<file path="src/rtl/pcie_led_status.sv">
// Front-panel status LEDs for a PCIe endpoint: heartbeat, debounced link state
// with a link-lost blink, stretched AXI activity, and a saturating link-drop counter.
module pcie_led_status #(
    parameter int CLK_HZ       = 62500000,
    parameter int HEARTBEAT_HZ = 1,
    parameter int DEBOUNCE     = 1024,
    parameter int STRETCH      = 6250000,
    parameter int BLINK        = 3125000,
    parameter int LOST_HOLD    = 62500000
) (
    input  logic       user_clk,
    input  logic       user_reset,
    input  logic       user_lnk_up,
    input  logic       axi_rx_act,
    input  logic       axi_tx_act,
    output logic [2:0] led,
    output logic [7:0] lnk_drop_cnt,
    output logic [1:0] dbg_state
);

    localparam int HB_HALF = CLK_HZ / (2 * HEARTBEAT_HZ);

    localparam int HW = (HB_HALF   > 1) ? $clog2(HB_HALF)   : 1;
    localparam int QW = (DEBOUNCE  > 1) ? $clog2(DEBOUNCE)  : 1;
    localparam int LW = (LOST_HOLD > 1) ? $clog2(LOST_HOLD) : 1;
    localparam int BW = (BLINK     > 1) ? $clog2(BLINK)     : 1;
    localparam int SW = $clog2(STRETCH + 1);

    localparam logic [HW-1:0] HB_LAST   = HW'(HB_HALF - 1);
    localparam logic [QW-1:0] Q_LAST    = QW'(DEBOUNCE - 1);
    localparam logic [LW-1:0] L_LAST    = LW'(LOST_HOLD - 1);
    localparam logic [BW-1:0] B_LAST    = BW'(BLINK - 1);
    localparam logic [SW-1:0] S_LOAD    = SW'(STRETCH);
    localparam logic [7:0]    DROP_MAX  = 8'hFF;

    typedef enum logic [1:0] {
        ST_DOWN = 2'd0,
        ST_QUAL = 2'd1,
        ST_UP   = 2'd2,
        ST_LOST = 2'd3
    } state_t;

    state_t          state;
    logic [HW-1:0]   hcnt;
    logic [QW-1:0]   qcnt;
    logic [LW-1:0]   lcnt;
    logic [BW-1:0]   bcnt;
    logic [SW-1:0]   scnt;
    logic            hb_led;
    logic            lnk_led;
    logic            blink_ph;
    logic            act;

    assign act       = axi_rx_act | axi_tx_act;
    assign led       = {(scnt != '0), lnk_led, hb_led};
    assign dbg_state = state;

    // Free-running heartbeat, independent of link state.
    always_ff @(posedge user_clk or posedge user_reset) begin
        if (user_reset) begin
            hcnt   <= '0;
            hb_led <= 1'b0;
        end else if (hcnt == HB_LAST) begin
            hcnt   <= '0;
            hb_led <= ~hb_led;
        end else begin
            hcnt <= hcnt + HW'(1);
        end
    end

    // Link FSM with its counters, the link LED, the activity stretcher and
    // the drop counter; the link LED follows the state one cycle later.
    always_ff @(posedge user_clk or posedge user_reset) begin
        if (user_reset) begin
            state        <= ST_DOWN;
            qcnt         <= '0;
            lcnt         <= '0;
            bcnt         <= '0;
            blink_ph     <= 1'b0;
            lnk_led      <= 1'b0;
            scnt         <= '0;
            lnk_drop_cnt <= '0;
        end else begin
            lnk_led <= (state == ST_UP) || ((state == ST_LOST) && blink_ph);

            if (scnt != '0) begin
                scnt <= scnt - SW'(1);
            end

            case (state)
                ST_DOWN: begin
                    if (user_lnk_up) begin
                        state <= ST_QUAL;
                        qcnt  <= '0;
                    end
                end

                ST_QUAL: begin
                    if (!user_lnk_up) begin
                        state <= ST_DOWN;
                    end else if (qcnt == Q_LAST) begin
                        state <= ST_UP;
                    end else begin
                        qcnt <= qcnt + QW'(1);
                    end
                end

                ST_UP: begin
                    if (!user_lnk_up) begin
                        // Leaving UP kills any pending activity even if a pulse arrives now.
                        state    <= ST_LOST;
                        lcnt     <= '0;
                        bcnt     <= '0;
                        blink_ph <= 1'b0;
                        scnt     <= '0;
                        if (lnk_drop_cnt != DROP_MAX) begin
                            lnk_drop_cnt <= lnk_drop_cnt + 8'd1;
                        end
                    end else if (act) begin
                        scnt <= S_LOAD;
                    end
                end

                ST_LOST: begin
                    if (user_lnk_up) begin
                        state <= ST_QUAL;
                        qcnt  <= '0;
                    end else begin
                        if (lcnt == L_LAST) begin
                            state <= ST_DOWN;
                        end else begin
                            lcnt <= lcnt + LW'(1);
                        end
                        if (bcnt == B_LAST) begin
                            bcnt     <= '0;
                            blink_ph <= ~blink_ph;
                        end else begin
                            bcnt <= bcnt + BW'(1);
                        end
                    end
                end

                default: begin
                    state <= ST_DOWN;
                end
            endcase
        end
    end

endmodule

</file>
<file path="config.mk">
export PLATFORM = sky130hd
export DESIGN_NAME = pcie_led_status
export DESIGN_NICKNAME = d
export VERILOG_FILES = /design/src/rtl/pcie_led_status.sv
export SDC_FILE = /design/constraint.sdc
export NUM_CORES = 1
export LEC_CHECK = 0
export BUFFER_PORTS_ARGS = -buffer_cell sky130_fd_sc_hd__clkbuf_2
export CORE_UTILIZATION = 25
export DETAILED_ROUTE_END_ITERATION = 8
export GPL_TIMING_DRIVEN = 1
export PLACE_DENSITY = 0.42
export SYNTH_ARGS = -nofsm -noshare
export SYNTH_HDL_FRONTEND = slang
export SYNTH_SLANG_ARGS = --single-unit
</file>
<file path="constraint.sdc">
create_clock -name user_clk -period 7.05 [get_ports user_clk]
set_input_delay 0.705 -clock user_clk [delete_from_list [all_inputs] [get_ports user_clk]]
set_output_delay 0.705 -clock user_clk [all_outputs]
set_load 0.05 [all_outputs]
</file>
* Yosys cells after proc, flatten, opt, wreduce, memory -nomap -nowiden
Cells that the tools add are included.
** Word-level totals
- Register bits :: 119
- Input bits :: 5
- Output and inout port bits :: 13
- Logic and storage cells :: 79
** Operators by class
- Reductions and logical operators :: 13
- Equality and inequality tests :: 18
- $add $sub $neg :: 6
- Muxes and demuxes :: 28
- Bitwise logic cells :: 4
** Operators with widths (count)
- 23-bit two-way mux :: 4
- 26-bit two-way mux :: 3
- 22-bit two-way mux :: 3
- 26-bit one-hot mux with 2 select lines :: 1
- 22-bit one-hot mux with 2 select lines :: 1
- 10-bit two-way mux :: 3
- 26-bit by 1-bit adder with 26-bit output, second input constant :: 1
- 26-bit == test, second input constant :: 1
- 25-bit by 1-bit adder with 25-bit output, second input constant :: 1
- 25-bit == test, second input constant :: 1
- 25-bit two-way mux :: 1
- 23-bit nonzero test :: 1
- 23-bit by 1-bit subtractor with 23-bit output, second input constant :: 1
- 22-bit by 1-bit adder with 22-bit output, second input constant :: 1
- 22-bit == test, second input constant :: 1
- 10-bit one-hot mux with 2 select lines :: 1
- 4-bit AND reduction :: 4
- 2-bit two-way mux :: 6
- 2-bit != test, second input constant :: 6
- 10-bit by 1-bit adder with 10-bit output, second input constant :: 1
- 10-bit == test, second input constant :: 1
- 8-bit by 1-bit adder with 8-bit output, second input constant :: 1
- 8-bit != test, second input constant :: 1
- 2-bit one-hot mux with 4 select lines :: 1
- 15 further kinds :: 23

* Logic depth before layout (Yosys ltp)
- Word-level depth :: 5
- Mapped depth :: 8
- Mapped depth without buffers :: 7

* Worst setup path after synthesis
OpenSTA, ideal clock, no wires.
- Kind :: register -> register
- From :: register state[0] (netlist: dbg_state[0])
- To :: register qcnt[8]
- Clock period less this slack :: 2308 ps
- Stages on the path, launching flop included :: 8
- Path slack :: 4742 ps
- Path buffers :: 1
- Data arrival time :: 2177 ps
- Data required time :: 6918 ps
- Library setup time :: 132 ps
- Path through :: dfrtp_1 inv_1 ha_1 clkbuf_1 a21oi_1 nor4bb_1 xnor2_1 nor2_1
** Between the ends
- Cells in the longest elaborated chain, start to end :: 4
- Elaborated cells between the ends (all ways) :: 10
- Classes of those cells :: 5 x eq/ne; 1 x mux; 4 x reduce/logical
** Ends and longest elaborated chain
- start, declared :: line 43 : state_t state;
- start signal, assigned :: line 75 : state <= ST_DOWN;
- start signal, assigned :: line 93 : state <= ST_QUAL;
- start signal, assigned :: line 100 : state <= ST_DOWN;
- 2-bit == test or 2-bit zero test (tied branches) :: line 90 : case (state)
- 2-bit OR reduction (no line)
- 2-bit by 1-bit != test with 1-bit output (no line) or 2-bit nonzero test (tied branches)
- 4-bit AND reduction (no line)
- end signal, assigned :: line 104 : qcnt <= qcnt + QW'(1);
- end, declared :: line 45 : logic [QW-1:0] qcnt;
Several ways; a longest one is shown, not always the timed one.
A chain may end at the register's enable or synchronous reset.

* Worst setup path in the final report
- From :: register scnt[2]
- To :: output led[2]
** Between the ends
- Cells in the longest elaborated chain, start to end :: 1
** Ends and longest elaborated chain
- start, declared :: line 48 : logic [SW-1:0] scnt;
- start signal, assigned :: line 87 : scnt <= scnt - SW'(1);
- 23-bit nonzero test :: line 55 : assign led = {(scnt != '0), lnk_led, hb_led};
- end, declared :: line 16 : output logic [2:0] led,
Every way passes these cells.

==> results.md <==
* Area Growth Syn to Fin at 15.8%
* Worst Path Max Fanout at 5
* Post-DP HPWL at between 10 and 15 mm
* CP max stage cell: nor4_2
* Clock latency on the worst-skew pair at 0.42 ns
* Final period utilization at ~42%
* Least-Margin Pin Slew at 1.25 ns
* Commonest non-fill, non-tap cell in the layout: dfrtp_1
* Total track usage at between 10% and 20%
* Fmax at approximately 340 MHz
* Setup TNS at 0 ns
* Final hold vios at 0
* CP max stage delay at 0.61 ns
* Power per cell area at approximately 340 nW/um^2
* Initial Utilization at between 20% and 30%
* Sequential power share at between 30% and 40%
* Clk pwr share at around a third
* Clk sinks at ~120
* Pint at 1.63 mW
* Number of distinct library cells after synthesis at 63
* CORE AREA at approximately 25000 sq um
* CP arrival at 2.27 ns
* Avg Cell Area, Syn at 9.44 sq um
* PostCTS Resize Cnt at 0
* I/O pins at 18
* Remaining global-route overflow at 0
* CTS Buf Count at 17
* Post-CTS setup buffer count at 0
* Clk buf depth at 2
* Worst setup EP type: output pin
* GP Congestion at just under 0.8
* First-pass GRT wire length at ~26 mm
* Final hold slack at about 0.44 ns
* Top cell type by total area after synthesis: dfrtp_1
* Comb pwr share at a little over a quarter
* Die area at roughly 26000 sq um
* Pleak at 3.07 nW
* VDD IR max at between 0.1 and 0.15 mV
* CTS tree: built
* Syn Nets at around 700
* Clock transition at the registers of the reported paths at ~0.06 ns
* Met2 wire length at between 7 and 8 mm
* Largest net degree at the start of global routing at a little over 60
* Post-synth EDFFs at 0
* Worst path cell trace: nor4_2 -> and4_1 -> nand3_1 -> clkbuf_2
* Skew final at approximately 0.010 ns
* Max-slew violations at 0
* Synth top area cells: dfrtp_1 46%, xor2_1 4.9%, nand2_1 4.5%
* HP Class: input port to asynchronous set/reset pin
* Routed wire per std cell at 14.4 um
* Total Nets Final at between 700 and 800
* Top sig layer: met4
* Post-route ant nets at 0
* Core Util, Final at a little under 30%
* DRC Markers at 0
* Initial antenna violation count at 0
* Switching Fraction at roughly 36%
* Post-Syn Area at 6430 sq um
* Number of global-route vias before repair at between 5000 and 6000
* Seq/Total Area, Yosys at a little under half
* Max Cap Viol at 0
* DR iter-0 viols at 308
* Share of the synthesized area in the top cell type at between 40% and 50%
* FFs w/ async S/R, synth at 100%
* Row cnt at 58
* RSZ-0062 raised after global routing: no
* Status: finished, final reports clean
* Worst Reg2Reg Path Length in Cells at 7
* WL met3 at 415 um
* Net Switching at roughly 0.9 mW
* TritonRoute pass-1 iters at 4
* Max-slew headroom at the worst pin at 16.3%
* Hold Buf Count CTS at 0
* Vias per cell at approximately 5
* Chip height at between 150 and 200 um
* Vias at 5143
* Die Wd at roughly 160 um
* N_diodes at 0
* Flops & latches, synth at 119
* Layout cells sized above 1 at a little over a tenth
* Critical path required time at 6.34 ns
* Port-buffer cells at 17
* # setup viols final at 0
* Tmin final at ~3.0 ns
* Finished Layout Cells at 1041
* Post-Syn Instances at a little under 700
* Routed met1 length at between 7 and 8 mm
* Yosys warns at 0
* Total Wirelength at 15.0 mm
* Type of origin of the critical path: flip-flop
* Most frequent cells in the layout: 119 x dfrtp_1, 77 x nand2_1, 62 x nor2_1
* H-tree levels at 4
* Kind of critical path: flip-flop to output pin
* Root Driver: clkbuf_16
* Synth Flop Type: dfrtp_1
* Cell Count Post-Placement at around 1000
-- cell usage after synthesis, types with 7 or more instances --
cell type / number
nand2_1: 77
nor2_1: 62
a21oi_1: 27
o21ai_0: 25
xnor2_1: 25
a22o_1: 7
xor2_1: 36
nand3_1: 44
a31oi_1: 21
mux2i_1: 9
or3_1: 11
dfrtp_1: 119
ha_1: 12
o21ai_1: 7
and3_1: 15
nor4_1: 9
nand4_1: 27
nor3_1: 15
and4_1: 9
o211ai_1: 8
inv_1: 17
clkbuf_1: 16
-- through the flow --
step	total power, mW	instance area [sq um]	setup WS, ns
after global placement	1.63	6850	4.10
after global routing	2.69	7450	3.76
after detailed placement	1.65	6850	3.97
after floorplan	1.47	6430	3.19
final	2.53	7450	4.07
after CTS	2.56	7450	4.11
-- critical path: cells and delay by family (launching register included) --
| kind | cells | cell delay (ns) |
|---|---|---|
| buffers and inverters | 1 | 0.30 |
| and+or+nand+nor | 3 | 1.14 |
| DFF | 1 | 0.43 |
-- worst paths after layout --
kind | slack, ns | start | end
max reg2reg | 4.11 | dbg_state[0] | lcnt[21]
max | 4.07 | scnt[2] | led[2]
min in group user_clk | 0.48 | hb_led | hb_led
min reg2reg | 0.48 | hb_led | hb_led
min | 0.44 | user_reset | hb_led
max in group asynchronous | 5.32 | user_reset | hcnt[8]
-- final cells by class --
cell class	count	area (sq um)
clock buffers	22	474
clock inverters	10	125
fillers	2630	17700
inverters	18	70.1
multi-input cells	520	3260
flip-flops and latches	119	2980
well taps	330	413
repair buffers	22	123
-- sequential cells by signal, indices dropped and copies added, names as in the netlist, named ones only --
signal and count:
dbg_state 1, lnk_led 1, bcnt 22, blink_ph 1, lnk_drop_cnt 8, qcnt 10, hb_led 1, lcnt 26
hcnt 25, scnt 23
-- per-layer routing --
layer	up-vias	global-route usage, %
met2	58	19.3
met4	0	4.33
li1	2518	-
met1	2551	16.3
met5	-	0
met3	16	2.72
-- cell families (layout without fill, tap and decap cells) --
family                     count (synthesis)  count (layout)  synth area share [%]
muxes                                     10              10                  1.58
adders and majority gates                 12              12                  2.34
DFF                                      119             119                  46.3
AOI/OAI and AO/OA                        120             120                  11.8
and+or+nand+nor                          317             317                  26.6
xor gates and xnor gates                  61              61                  8.31
buffers and inverters                     42              72                  3.02
-- power by group through the flow --
stage / Sequential, mW / Combinational (mW) / Clock, mW
2_1_floorplan: 0.989 / 0.477 / 0
3_3_place_gp: 0.966 / 0.667 / 0
3_5_place_dp: 0.972 / 0.678 / 0
4_1_cts: 0.962 / 0.681 / 0.915
5_1_grt: 0.988 / 0.759 / 0.943
6_report: 0.962 / 0.673 / 0.892
Power figures use the tool's default switching activity.
